File: config.mk
export PLATFORM = sky130hd
export DESIGN_NAME = spi_fwm_rxf_ctrl
export DESIGN_NICKNAME = d
export VERILOG_FILES = /design/src/rtl/spi_fwm_rxf_ctrl.sv
export SDC_FILE = /design/constraint.sdc
export NUM_CORES = 1
export LEC_CHECK = 0
export CAP_MARGIN = 20
export CORE_MARGIN = 2
export CORE_UTILIZATION = 40
export CTS_BUF_LIST = sky130_fd_sc_hd__clkbuf_8
export DETAILED_ROUTE_END_ITERATION = 12
export GPL_TIMING_DRIVEN = 0
export PLACE_DENSITY = 0.81
export SYNTH_ARGS = -nofsm -noshare
export SYNTH_HDL_FRONTEND = slang
export SYNTH_SLANG_ARGS = --single-unit
File: constraint.sdc
create_clock -name clk_i -period 7.4 [get_ports clk_i]
set_input_delay 1.48 -clock clk_i [delete_from_list [all_inputs] [get_ports clk_i]]
set_output_delay 1.48 -clock clk_i [all_outputs]
set_load 0.01 [all_outputs]
File: src/rtl/spi_fwm_rxf_ctrl.sv
// spi_fwm_rxf_ctrl: packs RX FIFO bytes little-endian into SRAM words and
// writes them into a circular base/limit region with per-byte masks.
//
// Ports:
//   clk_i, rst_i                  clock, async active-high reset
//   base_index_i, limit_index_i   first / last (inclusive) word of the region
//   timer_v                       idle cycles before a partial word is flushed
//   abort                         drop buffered, unwritten bytes (pop state only)
//   rptr                          software read pointer {phase, word, byte}
//   wptr, depth, full             write pointer, bytes held, word-level full
//   fifo_valid/ready/rdata        RX byte FIFO pop interface
//   sram_*                        SRAM write port (read-side inputs unused)
module spi_fwm_rxf_ctrl #(
    parameter  int FifoDw   = 8,
    parameter  int SramAw   = 11,
    parameter  int SramDw   = 32,
    localparam int NumBytes = SramDw / 8,
    localparam int SDW      = $clog2(NumBytes),
    localparam int PtrW     = SramAw + SDW + 1
) (
    input  logic              clk_i,
    input  logic              rst_i,
    input  logic [SramAw-1:0] base_index_i,
    input  logic [SramAw-1:0] limit_index_i,
    input  logic [7:0]        timer_v,
    input  logic              abort,
    input  logic [PtrW-1:0]   rptr,
    output logic [PtrW-1:0]   wptr,
    output logic [PtrW-1:0]   depth,
    output logic              full,
    input  logic              fifo_valid,
    output logic              fifo_ready,
    input  logic [FifoDw-1:0] fifo_rdata,
    output logic              sram_req,
    output logic              sram_write,
    output logic [SramAw-1:0] sram_addr,
    output logic [SramDw-1:0] sram_wdata,
    output logic [SramDw-1:0] sram_wmask,
    input  logic              sram_gnt,
    input  logic              sram_rvalid,
    input  logic [SramDw-1:0] sram_rdata,
    input  logic [1:0]        sram_error
);

    typedef enum logic [1:0] {
        StIdle,
        StPop,
        StWrite,
        StUpdate
    } st_e;

    st_e               r_st;
    logic [PtrW-1:0]   r_wptr;
    logic [SDW-1:0]    r_pos;
    logic [SramDw-1:0] r_wdata;
    logic [SramDw-1:0] r_wmask;
    logic [7:0]        r_idle;

    logic [SramAw-1:0] w_limit;
    logic [SramAw-1:0] w_wword;
    logic [SramAw-1:0] w_rword;
    logic              w_phase_eq;
    logic              w_full;
    logic [PtrW-1:0]   w_wlin;
    logic [PtrW-1:0]   w_rlin;
    logic [PtrW-1:0]   w_top;
    logic [PtrW-1:0]   w_depth;
    logic              w_last;
    logic              w_unused;

    assign w_limit    = limit_index_i - base_index_i;
    assign w_wword    = r_wptr[PtrW-2:SDW];
    assign w_rword    = rptr[PtrW-2:SDW];
    assign w_phase_eq = (r_wptr[PtrW-1] == rptr[PtrW-1]);
    assign w_full     = !w_phase_eq && (w_wword == w_rword);
    assign w_last     = (r_pos == SDW'(NumBytes - 1));

    // Linear byte positions inside one lap; w_top is the last byte of the region.
    assign w_wlin = {1'b0, r_wptr[PtrW-2:0]};
    assign w_rlin = {1'b0, rptr[PtrW-2:0]};
    assign w_top  = {1'b0, w_limit, {SDW{1'b1}}};

    always_comb begin
        w_depth = '0;
        if (w_phase_eq) begin
            w_depth = w_wlin - w_rlin;
        end else begin
            w_depth = w_wlin + (w_top - w_rlin) + PtrW'(1);
        end
    end

    assign w_unused = ^{sram_rvalid, sram_rdata, sram_error};

    always_ff @(posedge clk_i or posedge rst_i) begin
        if (rst_i) begin
            r_st    <= StIdle;
            r_wptr  <= '0;
            r_pos   <= '0;
            r_wdata <= '0;
            r_wmask <= '0;
            r_idle  <= '0;
        end else begin
            unique case (r_st)
                StIdle: begin
                    // Resume at the stored byte offset so a partial word keeps
                    // its earlier lanes untouched in SRAM.
                    r_pos   <= r_wptr[SDW-1:0];
                    r_wdata <= '0;
                    r_wmask <= '0;
                    r_idle  <= '0;
                    if (fifo_valid && !w_full) begin
                        r_st <= StPop;
                    end
                end
                StPop: begin
                    if (abort) begin
                        r_st <= StIdle;
                    end else if (fifo_valid) begin
                        for (int i = 0; i < NumBytes; i++) begin
                            if (r_pos == SDW'(i)) begin
                                r_wdata[i*8 +: 8] <= fifo_rdata;
                                r_wmask[i*8 +: 8] <= 8'hFF;
                            end
                        end
                        r_pos  <= r_pos + SDW'(1);
                        r_idle <= '0;
                        if (w_last) begin
                            r_st <= StWrite;
                        end
                    end else if (r_idle == timer_v) begin
                        r_st <= StWrite;
                    end else begin
                        r_idle <= r_idle + 8'd1;
                    end
                end
                StWrite: begin
                    if (sram_gnt) begin
                        r_st <= StUpdate;
                    end
                end
                StUpdate: begin
                    r_st <= StIdle;
                    // Top lane written means the word is complete.
                    if (r_wmask[SramDw-1]) begin
                        r_wptr[SDW-1:0] <= '0;
                        if (w_wword == w_limit) begin
                            r_wptr[PtrW-2:SDW] <= '0;
                            r_wptr[PtrW-1]     <= ~r_wptr[PtrW-1];
                        end else begin
                            r_wptr[PtrW-2:SDW] <= w_wword + SramAw'(1);
                        end
                    end else begin
                        r_wptr[SDW-1:0] <= r_pos;
                    end
                end
                default: r_st <= StIdle;
            endcase
        end
    end

    assign wptr       = r_wptr;
    assign depth      = rst_i ? '0 : w_depth;
    assign full       = !rst_i && w_full;
    assign sram_addr  = rst_i ? '0 : (base_index_i + w_wword);
    assign fifo_ready = (r_st == StPop) && !abort;
    assign sram_req   = (r_st == StWrite);
    assign sram_write = (r_st == StWrite);
    assign sram_wdata = r_wdata;
    assign sram_wmask = r_wmask;

endmodule
== Word-level counts from Yosys, hierarchy flattened ==
Cells that the tools add are included.
W data, S select, Z words.

* Bits in registers: 90
* Bits in latches: 0
* Bits in writable memories: 0
* Memory bits (read-only): 0
* Input port bits: 92
* Logic and storage cells: 98
* Memories: 0

* Add/sub/neg operators: 9
* $mul: 0
* Div/mod/pow operators: 0
* Magnitude comparators: 0
* Equal/unequal tests: 21
* Shift operators: 0
* Muxes and demuxes: 33
* Bitwise logic cells: 1
* Reductions and logical operators: 20

{| class="wikitable"
|+ Operators by type and width
! cell !! count
|-
| $mux W32 || 4
|-
| $pmux W32 S2 || 2
|-
| $mux W8 || 11
|-
| $mux W14 || 2
|-
| $sub A13 B13 Y14 || 2
|-
| $eq A11 B11 Y1 || 2
|-
| $mux W11 || 2
|-
| $reduce_and A4 Y1 || 5
|-
| $mux W2 || 9
|-
| $pmux W8 S2 || 1
|-
| $add A13 B14 Y14 || 1
|-
| $add A14 B1 Y14 const B || 1
|-
| $ne A2 B2 Y1 const B || 7
|-
| $add A11 B1 Y11 const B || 1
|-
| $add A11 B11 Y11 || 1
|-
| $sub A11 B11 Y11 || 1
|-
| $reduce_and A3 Y1 || 3
|-
| $add A8 B1 Y8 const B || 1
|-
| $eq A2 B2 Y1 const B || 4
|-
| $eq A8 B8 Y1 || 1
|-
| $ne A4 B4 Y1 const B || 2
|-
| $pmux W2 S4 || 1
|-
| $eq A2 B1 Y1 const B || 2
|-
| $logic_and A1 B1 Y1 || 4
|-
| 10 further kinds || 14
|}

== Depth between registers and ports, before layout ==
Gate-level depths: netlist of the first run.

* Depth after elaboration: 7
* Depth in mapped cells: 18
* Depth with buffers taken out: 18

== Worst setup path after synthesis of the first run ==
Ideal clock, no wire load.

* Kind: input to output
* From: input port limit_index_i[0]
* To: output port depth[13]
* Arrival time: 4.978 ns
* Required time: 5.920 ns
* Slack: 0.942 ns
* Stages on the path: 18
* Buffers on the path: 0
* Cells stage by stage: inv_1 > ha_1 > fa_1 > nor2b_1 > o221a_2 > o21ai_2 > xnor2_1 > inv_1 > fa_1 > inv_1 > ha_1 > ha_1 > nand3_1 > nor3_1 > nor2_1 > a211o_1 > xnor2_1 > o31ai_1

* Longest elaborated chain between the ends: 6

{| class="wikitable"
|+ Ends and longest elaborated chain
! item !! RTL line !! text
|-
| from (decl) || 24 || <nowiki>input logic [SramAw-1:0] limit_index_i,</nowiki>
|-
| $sub A11 B11 Y11 || 71 || <nowiki>assign w_limit = limit_index_i - base_index_i;</nowiki>
|-
| $sub A13 B13 Y14 || 88 || <nowiki>w_depth = w_wlin + (w_top - w_rlin) + PtrW'(1);</nowiki>
|-
| $add A13 B14 Y14 || 88 ||
|-
| $add A14 B1 Y14 || 88 ||
|-
| $mux W14 || 85 || <nowiki>if (w_phase_eq) begin</nowiki>
|-
| $mux W14 || 162 || <nowiki>assign depth = rst_i ? '0 : w_depth;</nowiki>
|-
| to (decl) || 29 || <nowiki>output logic [PtrW-1:0] depth,</nowiki>
|}

No other way between the ends.

== Worst setup path after layout of the first run ==
* From: input port limit_index_i[0]
* To: output port depth[9]

Same word-level chain as after synthesis.

==> run summary, run 1 <==
The placed instance count was 1058. The global routing stage identified its most utilized layer as met2. The sequential element share of the synthesized area came out at 26.1%. The DRC violation total after the first TritonRoute iteration is 443, and the global routing met2 resource utilization is 33.1%. Buffers inserted to repair hold after CTS numbered 0.

The placeable core region was 0.0145 mm²; the maximum number of pins on one net before global-route repair was 40. The mean area per synthesized cell was 8.37 µm²; the combinational share of power was 73.9%. After legalization and detailed placement, the total HPWL measured 13000 µm.

The count of cells along the worst register-to-register path is 8, and the filler-free cell count of the finished design is 1089. The startpoint identified for the worst register-to-register timing path is wptr[7]. The logs give 0 for the number of nets still failing antenna checks after routing and 27000 µm for the first-pass GRT wire length. Dividing the final minimum period by the clock period gives 97.2%. The root buffer cell chosen for the clock tree is clkbuf_8. The critical path is of the primary input to output pin type. Once the floorplan was initialized, standard cells occupied 41.0% of the core.

Setup violations remaining at the end of the flow were counted as 0. Top flip-flop cell by instance count after synthesis: dfrtp_1. The worst setup path is launched from a primary input. Buffers inserted during clock tree synthesis total 9.

For the net count of the mapped netlist, the log shows 881. After clock tree synthesis, the clock-pin slew on the worst setup and hold paths is 0.06 ns. During I/O placement, the number of pins put on the boundary was 199. The fraction of synthesis flops using an asynchronous set or reset pin is 100%. Measured against its own limit, the worst slew margin works out to 32.7%. The flop and latch count out of synthesis was 62; the antenna diode instance count was 0. The clock period could shrink to 7.19 ns. Final hold analysis gives a worst-case slack of 0.476 ns. The tools report the number of levels in the clock H-tree as 3.

The switching power came out at 1.53 mW. After synthesis the cells add up to 0.00595 mm². The post-route netlist has 9.94% of its cells at a drive strength greater than 1. After detailed placement, the total cell area comes to 0.00782 mm². For the global-route met1 utilization, the log shows 29.0%. The first-pass iteration count of the detailed router was 5. Areal power density over the cells: 409 mW/mm². The class of the worst hold path was flip-flop to flip-flop.

TritonCTS built the clock tree. The run gives 0 as the total of warnings raised by yosys. Summed over all failing endpoints, the final setup total negative slack is 0 ns.

Maximum frequency from static timing analysis: 139 MHz. The number of antenna violations at the first check in global routing was 0. The analysis attributes to cell leakage a power of 3.77 nW. The run gives 711 as the post-synthesis cell count.

The portion of total power attributed to sequential cells was 17.4%. The die is 126 µm wide. The relative contribution of the clock network to total power came out at 8.7%. For the worst setup path, the data required time is 5.92 ns. Summing over every cut layer, the via total after detailed routing is 5756. The logs give 3.38 mW for the total design power and 0.00867 ns for the final worst clock skew.

The hold violation total from the final report was 0. In the final routed layout, each cell accounts on average for 15.3 µm. In this run the worst setup path terminates at depth[9]. Yosys mapped the design onto 60 distinct sky130hd cell types.

The die is 126 µm tall. The number of buffers between clock root and the deepest sink is 2. During placement, the flow inserted port buffers numbering 162. For the worst setup path, the data arrival time is 5.71 ns. The number of global-route vias before repair came out at 5509. The full die area was 0.0159 mm²; the insertion delay of the later-clocked pin in the worst-skew pair was 0.35 ns. Net switching is 45.4% of the power. The finished cells cover 0.00826 mm². The run gives 0 as the number of max-slew violations in the final report. At the pin with the least slew margin, the transition time is 1.00 ns. The worst-case IR drop observed on VDD is 159 µV. The tools report the number of sinks on the clock net as 62.

The endpoint identified for the worst register-to-register timing path is wptr[4]. In this run the worst path has a maximum fanout of 3. Row generation in the floorplan step produced 44 rows.

In this run the worst setup path begins at limit_index_i[0]. For the final weighted congestion in routability-driven placement, the log shows 0.896. The internal portion of the total power is 1.84 mW. The synthesized design contains 0 enable-type register cells.

The routed via count divided by cell count is 5.29. The flow ran to the end, and the final reports show no timing, DRC or antenna violations. The critical path capture point type was an output pin. For met3 alone, demand over resource in global routing was 2.59%.

Global routing used 20.8% of the available tracks. In the routed design, unresolved DRC markers number 0. The setup check on the worst reg-to-reg path leaves a slack of 4.85 ns.

Across the run, the number of max-cap violations was 0. Wires add up to 16700 µm. The sum of overflow across all layers after global routing was 0; the final layout net count was 1072. Relative to the synthesized area, the layout overhead comes to 38.7%.
==> state kept, by name, summed over array words and instances, names as in the netlist, named ones only <==
name / cells
r_st: 1
sram_wmask: 4
wptr: 14
r_idle: 8
r_pos: 2
sram_wdata: 32
==> cells by family (layout without fill, tap and decap cells) <==
| logic type | after synthesis | in the layout | synth area share, % |
|---|---|---|---|
| AOI/OAI and AO/OA | 155 | 155 | 16.8 |
| xor gates and xnor gates | 60 | 60 | 9.08 |
| adders and majority gates | 78 | 78 | 18.4 |
| buffers and inverters | 115 | 309 | 9.21 |
| DFF | 62 | 62 | 26.1 |
| muxes | 11 | 11 | 1.85 |
| and+or+nand+nor | 230 | 230 | 18.6 |
==> cell usage after synthesis (2+ instances only) <==
| cell | instances | area [µm²] |
|---|---|---|
| a2111oi_0 | 2 | 17.5 |
| a211o_1 | 3 | 26.3 |
| a211oi_1 | 7 | 52.6 |
| a21o_1 | 15 | 113 |
| a21oi_1 | 28 | 140 |
| a22o_1 | 9 | 78.8 |
| a31oi_1 | 4 | 25.0 |
| and2_1 | 2 | 12.5 |
| and3_1 | 12 | 75.1 |
| and3b_1 | 2 | 17.5 |
| buf_4 | 29 | 218 |
| clkbuf_1 | 16 | 60.1 |
| dfrtp_1 | 62 | 1550 |
| fa_1 | 16 | 320 |
| ha_1 | 62 | 776 |
| inv_1 | 68 | 255 |
| mux2i_1 | 11 | 110 |
| nand2_1 | 76 | 285 |
| nand2b_1 | 8 | 50.1 |
| nand3_1 | 11 | 55.1 |
| nand4_1 | 13 | 81.3 |
| nor2_1 | 59 | 221 |
| nor2b_1 | 7 | 43.8 |
| nor3_1 | 20 | 100 |
| nor3b_1 | 2 | 15.0 |
| nor4_1 | 4 | 25.0 |
| nor4_4 | 2 | 42.5 |
| o2111a_1 | 2 | 22.5 |
| o21a_1 | 4 | 30.0 |
| o21ai_0 | 51 | 255 |
| o21ai_1 | 2 | 10.0 |
| o22ai_1 | 4 | 25.0 |
| o31ai_1 | 6 | 45.0 |
| o41ai_1 | 2 | 17.5 |
| or2_2 | 2 | 12.5 |
| or3_1 | 6 | 37.5 |
| or4_1 | 2 | 15.0 |
| xnor2_1 | 42 | 368 |
| xor2_1 | 17 | 149 |
==> metrics by stage <==
| stage | setup slack, ns | utilization, % |
|---|---|---|
| final | 0.208 | 56.8 |
| after global routing | -0.0158 | 56.8 |
| after global placement | -0.330 | 53.7 |
| after floorplan | 0.942 | - |
| after CTS | -0.0999 | 56.5 |
| after detailed placement | -0.307 | 53.8 |
==> power groups by stage <==
stage	clock (mW)	combinational, mW	sequential [mW]
after CTS	0.297	2.42	0.584
after detailed placement	0	2.30	0.591
after global placement	0	2.27	0.586
after global routing	0.311	2.76	0.604
after floorplan	0	1.49	0.586
final	0.295	2.50	0.587
==> layout by cell type, fill, tap and decap left out, types with 10 or more instances in the layout <==
cell type          n
buf_4             46
ha_1              60
nor2_1            59
dfrtp_1           62
fa_1              15
inv_1             66
xnor2_1           40
a21oi_1           26
nand3_1           11
clkbuf_1          15
mux2i_1           11
clkdlybuf4s50_1  156
nand2_1           76
xor2_1            16
clkbuf_8          10
o21ai_0           50
nand4_1           13
nor3_1            18
a21o_1            15
and3_1            12
==> routing by layer <==
metal	part of all wire (%)	up-vias
met1	46	2696
li1	-	2821
met3	5.2	38
met4	3.1	0
met2	45	201
met5	0	-
==> worst max-delay path, stage by stage <==
cell and delay [ns]:
clkdlybuf4s50_1 0.46, inv_1 0.04, ha_1 0.20, fa_2 0.55, inv_1 0.08, fa_1 0.43, ha_1 0.35, ha_1 0.30
a21o_1 0.17, a21o_1 0.22, a2111oi_4 0.45, nor2_1 0.09, a21oi_1 0.19, xnor2_1 0.13, nand2_1 0.07, a21oi_1 0.18
dlygate4sd2_1 0.30
==> what timing repair did <==
action	4_1_cts	5_1_grt
endpoints found under the setup margin	5	6
gates resized for setup	14	16
buffers inserted	17	0
pin swaps	2	3
==> worst min path at each step <==
stage	start	endpoint	slack (ns)	cells after the start
after floorplan	r_pos[1]	r_pos[1]	0.50	2
after global placement	sram_wdata[4]	sram_wdata[4]	0.46	2
after detailed placement	sram_wdata[5]	sram_wdata[5]	0.47	2
after CTS	sram_wdata[5]	sram_wdata[5]	0.48	2
after global routing	sram_wdata[4]	sram_wdata[4]	0.51	2
final	sram_wdata[5]	sram_wdata[5]	0.48	2
==> cell type report <==
class                   count  area (µm²)
repair buffers            181        1770
clock inverters             4        48.8
flip-flops and latches     62        1550
clock buffers              10         138
inverters                  68         255
plain buffers              46         289
well taps                 184         230
fillers                  1293        6280
multi-input cells         534        3970
(Power assumes the default switching activity.)
==> run 2: changes to the inputs <==
- CTS_BUF_LIST: sky130_fd_sc_hd__clkbuf_8 -> sky130_fd_sc_hd__clkbuf_8 sky130_fd_sc_hd__clkbuf_16
- clock period: 7.4 -> 8 ns (I/O delays scaled with it)
==> run 2 against run 1 <==
Effect of this change: cell area fell by 0.86%; core utilization fell by 0.49 points; largest power group unchanged; worst hold slack got worse by 0.0017 ns; combinational power fell by 11%; critical path depth did not move; clock-buffer cell count did not move; global-route usage fell by 0.63 points; sequential power fell by 7.7%; flip-flop and latch count did not move; non-clock buffer count fell by 17; via count fell by 1.7%; routed wire length fell by 2.3%; largest cell class unchanged.
==> run summary, run 2 (synthesis gave the netlist of run 1 again) <==
The logs give 3 (unchanged) for the number of levels in the clock H-tree and 0 (was 14) for the count of cells resized by post-cts repair. The full die area was 0.0159 mm² (unchanged). The insertion delay of the later-clocked pin in the worst-skew pair is 0.33 ns (was 0.35 ns), and the detailed-route wire length per cell is 15.2 µm (was 15.3 µm). The run gives 0.0145 mm² (unchanged) as the placeable core region. The most used cell along the critical path was fa_1 (was ha_1). The run gives 0 (unchanged) as the number of antenna violations at the first check in global routing. For the count of unresolved DRC violations after routing, the log shows 0 (unchanged). The placed standard-cell area is 0.00782 mm² (unchanged), and the final weighted congestion in routability-driven placement is 0.896 (unchanged). The tools report the required time of the critical path as 6.40 ns (was 5.92 ns). The flow ran to the end, and the final reports show no timing, DRC or antenna violations.

The routed via count divided by cell count is 5.28 (was 5.29). The critical path capture point type is an output pin (unchanged). The run gives 26300 µm (was 27000 µm) as the first-pass GRT wire length. Critical-path cell with the highest stage delay: clkdlybuf4s50_1 (was fa_2). The total global routing track utilization was 20.2% (was 20.8%); the sum of overflow across all layers after global routing was 0 (unchanged). Global-route met1 utilization: 28.7% (was 29.0%).

Critical path buffer and inverter count: 4 (unchanged). The final HPWL from detailed placement is 13000 µm (unchanged), and the worst-margin pin slew is 1.01 ns (was 1.00 ns). The worst hold slack after final layout came out at 0.474 ns (was 0.476 ns). The tools report the initial cell density of the core as 41.0% (unchanged). The placement row count came out at 44 (unchanged). Delay of the slowest cell on the worst path: 0.55 ns (about the same). The share of the cycle needed by the critical path after routing was 96.9%. The placed instance count was 1058 (unchanged). The logs give 0.00819 mm² (was 0.00826 mm²) for the final instance area and 9 (unchanged) for the CTS buffer count.

The DRC violation total after the first TritonRoute iteration is 372 (was 443). The leading cell type in the layout, fill and taps excluded was clkdlybuf4s50_1 (unchanged). For the first-pass iteration count of the detailed router, the log shows 5 (unchanged). The clock-pin slew reported for the worst setup and hold paths after clock tree synthesis was 0.05 ns (was 0.06 ns); the maximum frequency from static timing analysis was 129 MHz. The number of max-slew violations in the final report was 0 (unchanged); the standby leakage power was 3.71 nW (was 3.77 nW). The number of port buffers came out at 162 (unchanged). Cell chain of the critical path: clkdlybuf4s50_1 -> inv_1 -> ha_1 -> fa_1 -> inv_1 -> fa_1 -> ha_1 -> fa_1 -> a21o_1 -> a21oi_1 -> o21ai_0 -> nor4_1 -> o31ai_1 -> xor2_1 -> nand2_1 -> a21oi_1 -> clkdlybuf4s50_1 (was clkdlybuf4s50_1 -> inv_1 -> ha_1 -> fa_2 -> inv_1 -> fa_1 -> ha_1 -> ha_1 -> a21o_1 -> a21o_1 -> a2111oi_4 -> nor2_1 -> a21oi_1 -> xnor2_1 -> nand2_1 -> a21oi_1 -> dlygate4sd2_1). Setup repair after global routing left no endpoint under its margin. The maximum number of pins on one net before global-route repair was 40 (unchanged). The kind of start point of the critical path was a primary input (unchanged). The areal power density over the cells works out to 384 mW/mm² (was 409 mW/mm²). Layer with the highest usage after global routing: met2 (unchanged).

The run gives 2 (unchanged) as the number of buffers between clock root and the deepest sink. The hold violation total from the final report came out at 0 (unchanged). The run gives 0 (unchanged) as the number of nets still failing antenna checks after routing. The category of the most critical setup path is primary input to output pin (unchanged). The number of inserted filler cells in the final layout was 1315 (was 1293); the layout-stage area growth over the synthesis result was 37.5% (was 38.7%).

Number of vias in the routed layout: 5658 (was 5756). The met3 global-route usage was 2.38% (was 2.59%); the die height was 126 µm (unchanged). Max-capacitance violation count: 0 (unchanged). The family of cells with the greatest summed delay on the critical path was adder cells (unchanged). The sequential cell area in the final layout was 0.00155 mm² (unchanged). The maximum fanout along the worst path is 2 (was 3), and the global routing met2 resource utilization is 32.4% (was 33.1%). The logs give 62 (unchanged) for the number of sinks on the clock net and 199 (unchanged) for the total I/O pin count. The cell chosen for the clock root was clkbuf_16 (was clkbuf_8). TritonCTS built the clock tree. The final worst clock skew came out at 0.00470 ns (was 0.00867 ns). Leading cell types in the layout, fill and taps excluded: clkdlybuf4s50_1 (160), nand2_1 (76), inv_1 (67), dfrtp_1 (62), ha_1 (61) (was clkdlybuf4s50_1 (156), nand2_1 (76), inv_1 (66), dfrtp_1 (62), ha_1 (60)).

The die boundary width was 126 µm (unchanged); the overall routed net length was 16300 µm (was 16700 µm). The run gives 0 (unchanged) as the number of buffers added to fix hold violations after cts. The tools report the final layout net count as 1055 (was 1072). The worst slew slack as a fraction of its limit is 32.1% (was 32.7%), and the data arrival time at the worst-slack endpoint is 6.16 ns (was 5.71 ns). The logs give 0 (unchanged) for the final count of negative-setup-slack endpoints and 0 ns (unchanged) for the total negative slack for setup checks. The filler-free cell count of the finished design is 1072 (was 1089). The class of the worst hold path was flip-flop to flip-flop (unchanged). For the number of global-route vias before repair, the log shows 5334 (was 5509).

The tools report the area taken by multi-input logic gates as 0.00392 mm² (was 0.00397 mm²). The number of buffers inserted to repair setup after CTS is 0 (was 17). Counting I/O delays and the setup requirement, the final critical path takes 7.76 ns.

The share of layout cells above drive strength 1 works out to 7.43% (was 9.94%). The tools report the antenna diode instance count as 0 (unchanged). For the worst supply voltage drop on vdd, the log shows 147 µV (was 159 µV).

Flip-flop count of the largest register, all copies and words added: 32 (unchanged).
[run 2: changes by cell type in the layout (fill, tap and decap cells not counted), moves of 2 or more]
cell	previous run	this run
buf_4	46	29
clkbuf_16	0	9
clkbuf_8	10	1
clkdlybuf4s50_1	156	160
dlygate4sd2_1	2	0
[run 2: cell type report]
| cell class | instances | area share, % |
|---|---|---|
| sequential | 62 | 19.0 |
| tap | 184 | 2.81 |
| clock buffer | 10 | 2.92 |
| buffer | 46 | 3.53 |
| multi-input combinational | 534 | 47.9 |
| timing repair buffer | 164 | 20.2 |
| clock inverter | 4 | 0.596 |
| inverter | 68 | 3.12 |
[run 2: power by group]
group	switching (mW)	total (mW)	internal (mW)	leakage (nW)
combinational	1.12	2.22	1.10	2.78
clock	0.135	0.381	0.245	0.144
sequential	0.137	0.542	0.405	0.790
total	1.39	3.14	1.75	3.71
[run 2: through the flow]
step,setup WS [ns],total power [mW],utilization [%]
2_1_floorplan,1.30,1.92,-
3_3_place_gp,0.0302,2.64,53.7
3_5_place_dp,0.0530,2.68,53.8
4_1_cts,0.0346,3.08,55.8
5_1_grt,0.0288,3.41,56.3
6_report,0.245,3.14,56.3
[run 2: worst paths after layout]
kind	start	to	slack (ns)	depth (start not counted)
hold / removal	sram_wdata[5]	sram_wdata[5]	0.47	2
setup reg to reg	wptr[7]	wptr[4]	5.50	8
min in group asynchronous	rst_i	wptr[11]	1.81	2
setup / recovery	limit_index_i[0]	depth[12]	0.24	17
hold reg to reg	sram_wdata[5]	sram_wdata[5]	0.47	2
max in group asynchronous	rst_i	sram_wdata[7]	5.55	3
[run 2: metal layers]
layer	wire (µm)	part of all wire, %	vias up
met2	7520	46	193
met5	0	0	-
met4	301	1.8	0
li1	-	-	2785
met3	836	5.1	24
met1	7630	47	2656
[run 2: tightest hold or removal path: stages, from the launching register on]
cell and delay (ns):
dfrtp_1 0.33, nand2_1 0.05, o21ai_0 0.06
==> run 3: changes to the inputs <==
- CTS_BUF_LIST: sky130_fd_sc_hd__clkbuf_8 sky130_fd_sc_hd__clkbuf_16 -> not set
==> results of run 3 <==
Same layout as run 2: the final DEF is identical, and so are final timing and power.
